### src/rtl/irq_pkg.sv
// rtl/irq_pkg.sv - shared constants and channel state encoding for the interrupt collector
package irq_pkg;

  localparam int DEF_NUM_SRC = 8;
  localparam int DEF_STRETCH = 4;

  localparam logic [1:0] ADDR_MASK     = 2'd0;
  localparam logic [1:0] ADDR_PENDING  = 2'd1;
  localparam logic [1:0] ADDR_OVERRUN  = 2'd2;
  localparam logic [1:0] ADDR_POLARITY = 2'd3;

  typedef enum logic [1:0] {
    ST_IDLE  = 2'd0,
    ST_PULSE = 2'd1,
    ST_GAP   = 2'd2
  } irq_state_e;

endpackage

### src/rtl/irq_channel.sv
// rtl/irq_channel.sv - one interrupt source: edge detect, pulse stretcher, one-deep event queue
module irq_channel
  import irq_pkg::*;
#(
  parameter int STRETCH = DEF_STRETCH
) (
  input  logic clk,
  input  logic nreset,
  input  logic src_i,
  input  logic pol_i,
  input  logic mask_i,
  output logic event_o,
  output logic overrun_o,
  output logic cpu_int_o
);

  localparam int              CW       = $clog2(STRETCH + 1);
  localparam logic [CW-1:0]   CNT_LOAD = CW'(STRETCH);
  localparam logic [CW-1:0]   CNT_ONE  = CW'(1);

  irq_state_e    state_q, state_d;
  logic [CW-1:0] cnt_q, cnt_d;
  logic          queued_q, queued_d;
  logic          prev_q, prev_d;
  logic          cpu_int_q, cpu_int_d;
  logic          ev;
  logic          ev_m;
  logic          ovr;
  logic          queued_eff;

  // Next-state logic: an event arriving while busy is remembered once; a second one is an overrun.
  always_comb begin
    prev_d     = src_i;
    ev         = pol_i ? (prev_q & ~src_i) : (src_i & ~prev_q);
    ev_m       = ev & mask_i;
    queued_eff = queued_q & mask_i;
    state_d    = state_q;
    cnt_d      = cnt_q;
    queued_d   = queued_q;
    cpu_int_d  = 1'b0;
    ovr        = 1'b0;
    case (state_q)
      ST_IDLE: begin
        if (ev_m) begin
          state_d   = ST_PULSE;
          cnt_d     = CNT_LOAD;
          cpu_int_d = 1'b1;
        end
      end
      ST_PULSE: begin
        if (ev_m) begin
          if (queued_q) ovr = 1'b1;
          else          queued_d = 1'b1;
        end
        if (cnt_q == CNT_ONE) begin
          state_d = ST_GAP;
        end else begin
          cnt_d     = cnt_q - CNT_ONE;
          cpu_int_d = 1'b1;
        end
      end
      ST_GAP: begin
        // An event landing in the gap itself counts as queued so it is not lost on the way to IDLE.
        if (ev_m && queued_q) ovr = 1'b1;
        if (queued_eff || ev_m) begin
          state_d   = ST_PULSE;
          cnt_d     = CNT_LOAD;
          cpu_int_d = 1'b1;
          queued_d  = 1'b0;
        end else begin
          state_d = ST_IDLE;
        end
      end
      default: state_d = ST_IDLE;
    endcase
    if (!mask_i) queued_d = 1'b0;
  end

  // Channel state registers with asynchronous reset to idle.
  always_ff @(posedge clk or negedge nreset) begin
    if (!nreset) begin
      state_q   <= ST_IDLE;
      cnt_q     <= '0;
      queued_q  <= 1'b0;
      prev_q    <= 1'b0;
      cpu_int_q <= 1'b0;
    end else begin
      state_q   <= state_d;
      cnt_q     <= cnt_d;
      queued_q  <= queued_d;
      prev_q    <= prev_d;
      cpu_int_q <= cpu_int_d;
    end
  end

  assign event_o   = ev;
  assign overrun_o = ovr;
  assign cpu_int_o = cpu_int_q;

endmodule

### src/rtl/irq_collector.sv
// rtl/irq_collector.sv - interrupt collector: per-source channels plus mask/pending/overrun/polarity registers
module irq_collector
  import irq_pkg::*;
#(
  parameter int NUM_SRC = DEF_NUM_SRC,
  parameter int STRETCH = DEF_STRETCH
) (
  input  logic               clk,
  input  logic               nreset,
  input  logic [NUM_SRC-1:0] src_in,
  output logic [NUM_SRC-1:0] cpu_int,
  input  logic [1:0]         reg_addr,
  input  logic [31:0]        reg_data,
  input  logic               reg_we,
  input  logic               reg_start,
  output logic [31:0]        reg_q,
  output logic               reg_done
);

  logic [NUM_SRC-1:0] mask_q, mask_d;
  logic [NUM_SRC-1:0] pending_q, pending_d;
  logic [NUM_SRC-1:0] overrun_q, overrun_d;
  logic [NUM_SRC-1:0] polarity_q, polarity_d;
  logic [NUM_SRC-1:0] ev_vec;
  logic [NUM_SRC-1:0] ovr_vec;
  logic [NUM_SRC-1:0] wdata;
  logic [NUM_SRC-1:0] clr_pend;
  logic [NUM_SRC-1:0] clr_ovr;
  logic               reg_done_q, reg_done_d;
  logic [31:0]        rd_q, rd_d;
  logic [31:0]        rdata;
  logic               accept;
  logic               wr_en;

  for (genvar g = 0; g < NUM_SRC; g++) begin : g_ch
    irq_channel #(.STRETCH(STRETCH)) u_ch (
      .clk       (clk),
      .nreset    (nreset),
      .src_i     (src_in[g]),
      .pol_i     (polarity_q[g]),
      .mask_i    (mask_q[g]),
      .event_o   (ev_vec[g]),
      .overrun_o (ovr_vec[g]),
      .cpu_int_o (cpu_int[g])
    );
  end

  if (NUM_SRC < 32) begin : g_hi
    logic unused_hi;
    assign unused_hi = ^reg_data[31:NUM_SRC];
  end

  // Register decode: accesses are single-cycle, a start during done is dropped, events beat W1C clears.
  always_comb begin
    accept   = reg_start & ~reg_done_q;
    wr_en    = accept & reg_we;
    wdata    = reg_data[NUM_SRC-1:0];
    rdata    = '0;
    case (reg_addr)
      ADDR_MASK:     rdata[NUM_SRC-1:0] = mask_q;
      ADDR_PENDING:  rdata[NUM_SRC-1:0] = pending_q;
      ADDR_OVERRUN:  rdata[NUM_SRC-1:0] = overrun_q;
      ADDR_POLARITY: rdata[NUM_SRC-1:0] = polarity_q;
      default:       rdata = '0;
    endcase
    clr_pend   = (wr_en && reg_addr == ADDR_PENDING) ? wdata : '0;
    clr_ovr    = (wr_en && reg_addr == ADDR_OVERRUN) ? wdata : '0;
    mask_d     = (wr_en && reg_addr == ADDR_MASK) ? wdata : mask_q;
    polarity_d = (wr_en && reg_addr == ADDR_POLARITY) ? wdata : polarity_q;
    pending_d  = (pending_q & ~clr_pend) | ev_vec;
    overrun_d  = (overrun_q & ~clr_ovr) | ovr_vec;
    reg_done_d = accept;
    rd_d       = accept ? rdata : '0;
  end

  // Register file and bus response flops; all sources enabled out of reset.
  always_ff @(posedge clk or negedge nreset) begin
    if (!nreset) begin
      mask_q     <= '1;
      pending_q  <= '0;
      overrun_q  <= '0;
      polarity_q <= '0;
      reg_done_q <= 1'b0;
      rd_q       <= '0;
    end else begin
      mask_q     <= mask_d;
      pending_q  <= pending_d;
      overrun_q  <= overrun_d;
      polarity_q <= polarity_d;
      reg_done_q <= reg_done_d;
      rd_q       <= rd_d;
    end
  end

  assign reg_done = reg_done_q;
  assign reg_q    = rd_q;

endmodule

### config.mk
export PLATFORM = sky130hd
export DESIGN_NAME = irq_collector
export DESIGN_NICKNAME = d
export VERILOG_FILES = /design/src/rtl/irq_pkg.sv /design/src/rtl/irq_channel.sv /design/src/rtl/irq_collector.sv
export SDC_FILE = /design/constraint.sdc
export NUM_CORES = 1
export LEC_CHECK = 0
export BUFFER_PORTS_ARGS = -buffer_cell sky130_fd_sc_hd__buf_4
export CAP_MARGIN = 20
export CORE_MARGIN = 2
export CORE_UTILIZATION = 50
export CTS_BUF_LIST = sky130_fd_sc_hd__clkbuf_8
export CTS_CLUSTER_SIZE = 16
export DETAILED_ROUTE_END_ITERATION = 10
export HOLD_SLACK_MARGIN = 0.06
export PLACE_DENSITY_LB_ADDON = 0.12
export SYNTH_ARGS = -nofsm -noshare
export SYNTH_HDL_FRONTEND = slang
export SYNTH_SLANG_ARGS = --single-unit
### constraint.sdc
create_clock -name clk -period 1.5 [get_ports clk]
set_input_delay 0.075 -clock clk [delete_from_list [all_inputs] [get_ports clk]]
set_output_delay 0.075 -clock clk [all_outputs]
set_load 0.02 [all_outputs]
==> results.json <==
{
  "status": "complete, but fails checks",
  "violations": "negative setup slack",
  "globalplace.congestion": 0.8677,
  "insertion_delay_ns": 0.40,
  "clock_path_buffers": 2,
  "cts_buffers": 9,
  "grt_overflow": 0,
  "ys_warn_count": 0,
  "syn_inst": 660,
  "synth.most_common_cell": "dfrtp_1",
  "placementRows": 41,
  "period_needed_ns": 1.551,
  "skew_ns": 0.01678,
  "antenna_cells": 0,
  "place_ws_ns": -0.1432,
  "initial_core_util_pct": 51.41,
  "r2r_setup_slack_ns": -0.05,
  "grt_pass1_wl_um": 25000,
  "route.antenna.remaining_nets": 0,
  "p_seq_share_pct": 32.1,
  "cts_tree": "built",
  "post-route-drc-count": 0,
  "dpl.cell_count": 925,
  "hpwl_um": 10300,
  "drtIter0Drc": 357,
  "core-area_sq_um": 12620,
  "h-tree-depth": 3,
  "cp.required_ns": 1.79,
  "setup_ws_ns": -0.05072,
  "power.internal_w": 0.007891,
  "portBuffers": 38,
  "rsz0062_at_grt": "yes",
  "area_growth_pct": 32.73,
  "cts-root-buf": "clkbuf_8",
  "synth_cell_type_count": 71,
  "p_leak_nw": 3.908,
  "yosysSeqAreaShare_pct": 40.66,
  "syn_area_per_cell_sq_um": 9.830,
  "p_sw_share_pct": 39.63,
  "first_pass_iters": 4,
  "synth_area_sq_um": 6487,
  "timing.final.crit_share_pct": 103.4,
  "clockPowerShare_pct": 13.2,
  "drive_above_1_share_pct": 38.49,
  "crit-reg2reg-launch": "polarity_q[3]",
  "vias_per_cell": 5.348,
  "synthFlopType": "dfrtp_1",
  "p_comb_share_pct": 54.7,
  "die_y_um": 117.9,
  "async_reset_ff_share_pct": 100.0,
  "crit_path_start": "polarity_q[3]",
  "reg2reg_depth": 4,
  "hold_viol": 0,
  "synth_edf_count": 0,
  "cp-endpoint": "g_ch[3].u_ch.cnt_q[2]",
  "cts.sinks": 105,
  "cp_max_fo": 4,
  "yosys.area.top_type_share_pct": 37.42,
  "setup_viol": 9,
  "slew_viol_final": 0,
  "netlist.top_cell.by_area": "dfrtp_1",
  "min-delay-path-class": "primary input to asynchronous set/reset pin",
  "clk_pin_slew_ns": 0.12,
  "drt-total-wl_um": 15040,
  "p_per_area_nw_per_um2": 1518,
  "grt_max_degree": 34,
  "grt.total_usage_pct": 21.78,
  "arrival_ns": 1.84,
  "avgRoutedWirePerCell_um": 15.15,
  "fin_cells": 993,
  "vdd_drop_max_v": 0.0008095,
  "io_pins": 87,
  "first_global_vias": 5415,
  "synth_area_leaders": "dfrtp_1 37%, ha_1 9.6%, o21ai_0 4.7%",
  "synth_common_cells": "97 x dfrtp_1, 61 x o21ai_0, 59 x nand2_1, 56 x inv_1, 50 x ha_1",
  "cap_violations": 0,
  "nets": 912,
  "rr_endpoint": "g_ch[3].u_ch.cnt_q[2]",
  "antenna_found_initial": 0,
  "endpoint_kind": "flip-flop",
  "synth_seq_cells": 105,
  "timing.fmax_mhz": 644.9,
  "die_width_um": 117.9,
  "criticalPathCategory": "flip-flop to flip-flop",
  "worstSetupStartpointType": "flip-flop",
  "die-area_sq_um": 13900,
  "vias": 5311,
  "switching_power_w": 0.005180
}
-- how the worst min path moves through the flow --
stage,startpoint,end,depth (start not counted)
CTS,reg_start,reg_done,3
detailed placement,nreset,g_ch[5].u_ch.cnt_q[0],1
floorplan,nreset,g_ch[0].u_ch.cnt_q[0],0
finish,nreset,g_ch[5].u_ch.cnt_q[0],2
global route,nreset,g_ch[5].u_ch.state_q[0],2
global placement,nreset,g_ch[5].u_ch.cnt_q[2],1
-- cells in the final DEF, fill, tap and decap left out, types with 13 or more instances in the layout --
master / n
buf_4: 145
dfrtp_1: 94
nand2_1: 58
inv_1: 37
o21ai_0: 35
nor2_1: 31
ha_1: 24
conb_1: 24
inv_2: 19
o21ai_1: 17
dlygate4sd3_1: 17
ha_2: 14
nand2b_1: 13
-- final cells by class --
class | instances | area, sq um
timing repair buffer | 169 | 1355
sequential | 105 | 2641
tap | 172 | 215.2
clock buffer | 9 | 123.9
inverter | 56 | 210.2
multi-input combinational | 475 | 4003
clock inverter | 7 | 62.56
fill | 973 | 4009
-- layer usage --
metal	vias to the layer above	track usage, %	routed length, um
met4	0	5.648	180
met1	2620	26.94	6721
li1	2613	-	-
met5	-	0	0
met2	63	38.34	7742
met3	15	4.990	400
-- worst max-delay path: stages (launching register included) --
cell,delay [ns]
dfrtp_1,0.43
and3b_4,0.20
o31a_1,0.33
or2_4,0.27
a22o_1,0.21
-- state kept, by name, indices dropped and copies added, names as in the netlist --
signal,count
g_ch.u_ch.cnt_q,24
reg_q,8
g_ch.u_ch.prev_q,8
g_ch.u_ch.cpu_int_o,8
g_ch.u_ch.state_q,16
polarity_q,8
mask_q,8
g_ch.u_ch.queued_q,8
pending_q,8
reg_done,1
overrun_q,8
-- through the flow --
stage / TNS (ns) / instance area (sq um) / total power (W) / hold slack (ns) / utilization (%)
after CTS: -0.2935 / 8215 / 0.01220 / 0.1215 / 65.10
final: -0.2247 / 8611 / 0.01307 / 0.1368 / 68.23
after global routing: -2.101 / 8611 / 0.01407 / 0.1398 / 68.23
after detailed placement: -1.584 / 7437 / 0.009618 / 0.01084 / 58.93
after floorplan: -0.09069 / 6618 / 0.007835 / -0.2206 / -
after global placement: -0.4139 / 7437 / 0.009375 / 0.01129 / 58.93
-- power groups by stage --
stage          sequential (W)  clock [W]  combinational [W]
6_report              0.00419    0.00172            0.00716
3_3_place_gp          0.00415          0            0.00522
2_1_floorplan         0.00410          0            0.00373
4_1_cts               0.00415    0.00178            0.00627
5_1_grt               0.00431    0.00189            0.00786
3_5_place_dp          0.00419          0            0.00543
-- timing repair --
| action | CTS | global route |
|---|---|---|
| endpoints found under the setup margin | 40 | 64 |
| gates resized for setup | 60 | 101 |
| endpoints found under the hold margin | 135 | 0 |
| pin swaps | 31 | 32 |
| setup buffers | 24 | 11 |
| hold buffers | 17 | 0 |
-- kinds of logic after synthesis --
family	after synthesis	synth area share, %
other	1	0.05780
adders and majority gates	50	9.643
DFF	105	40.66
muxes	16	4.282
buffers and inverters	103	7.927
AOI/OAI and AO/OA	180	19.38
and+or+nand+nor	205	18.05
Note: power is estimated with default switching activity, not from simulation.
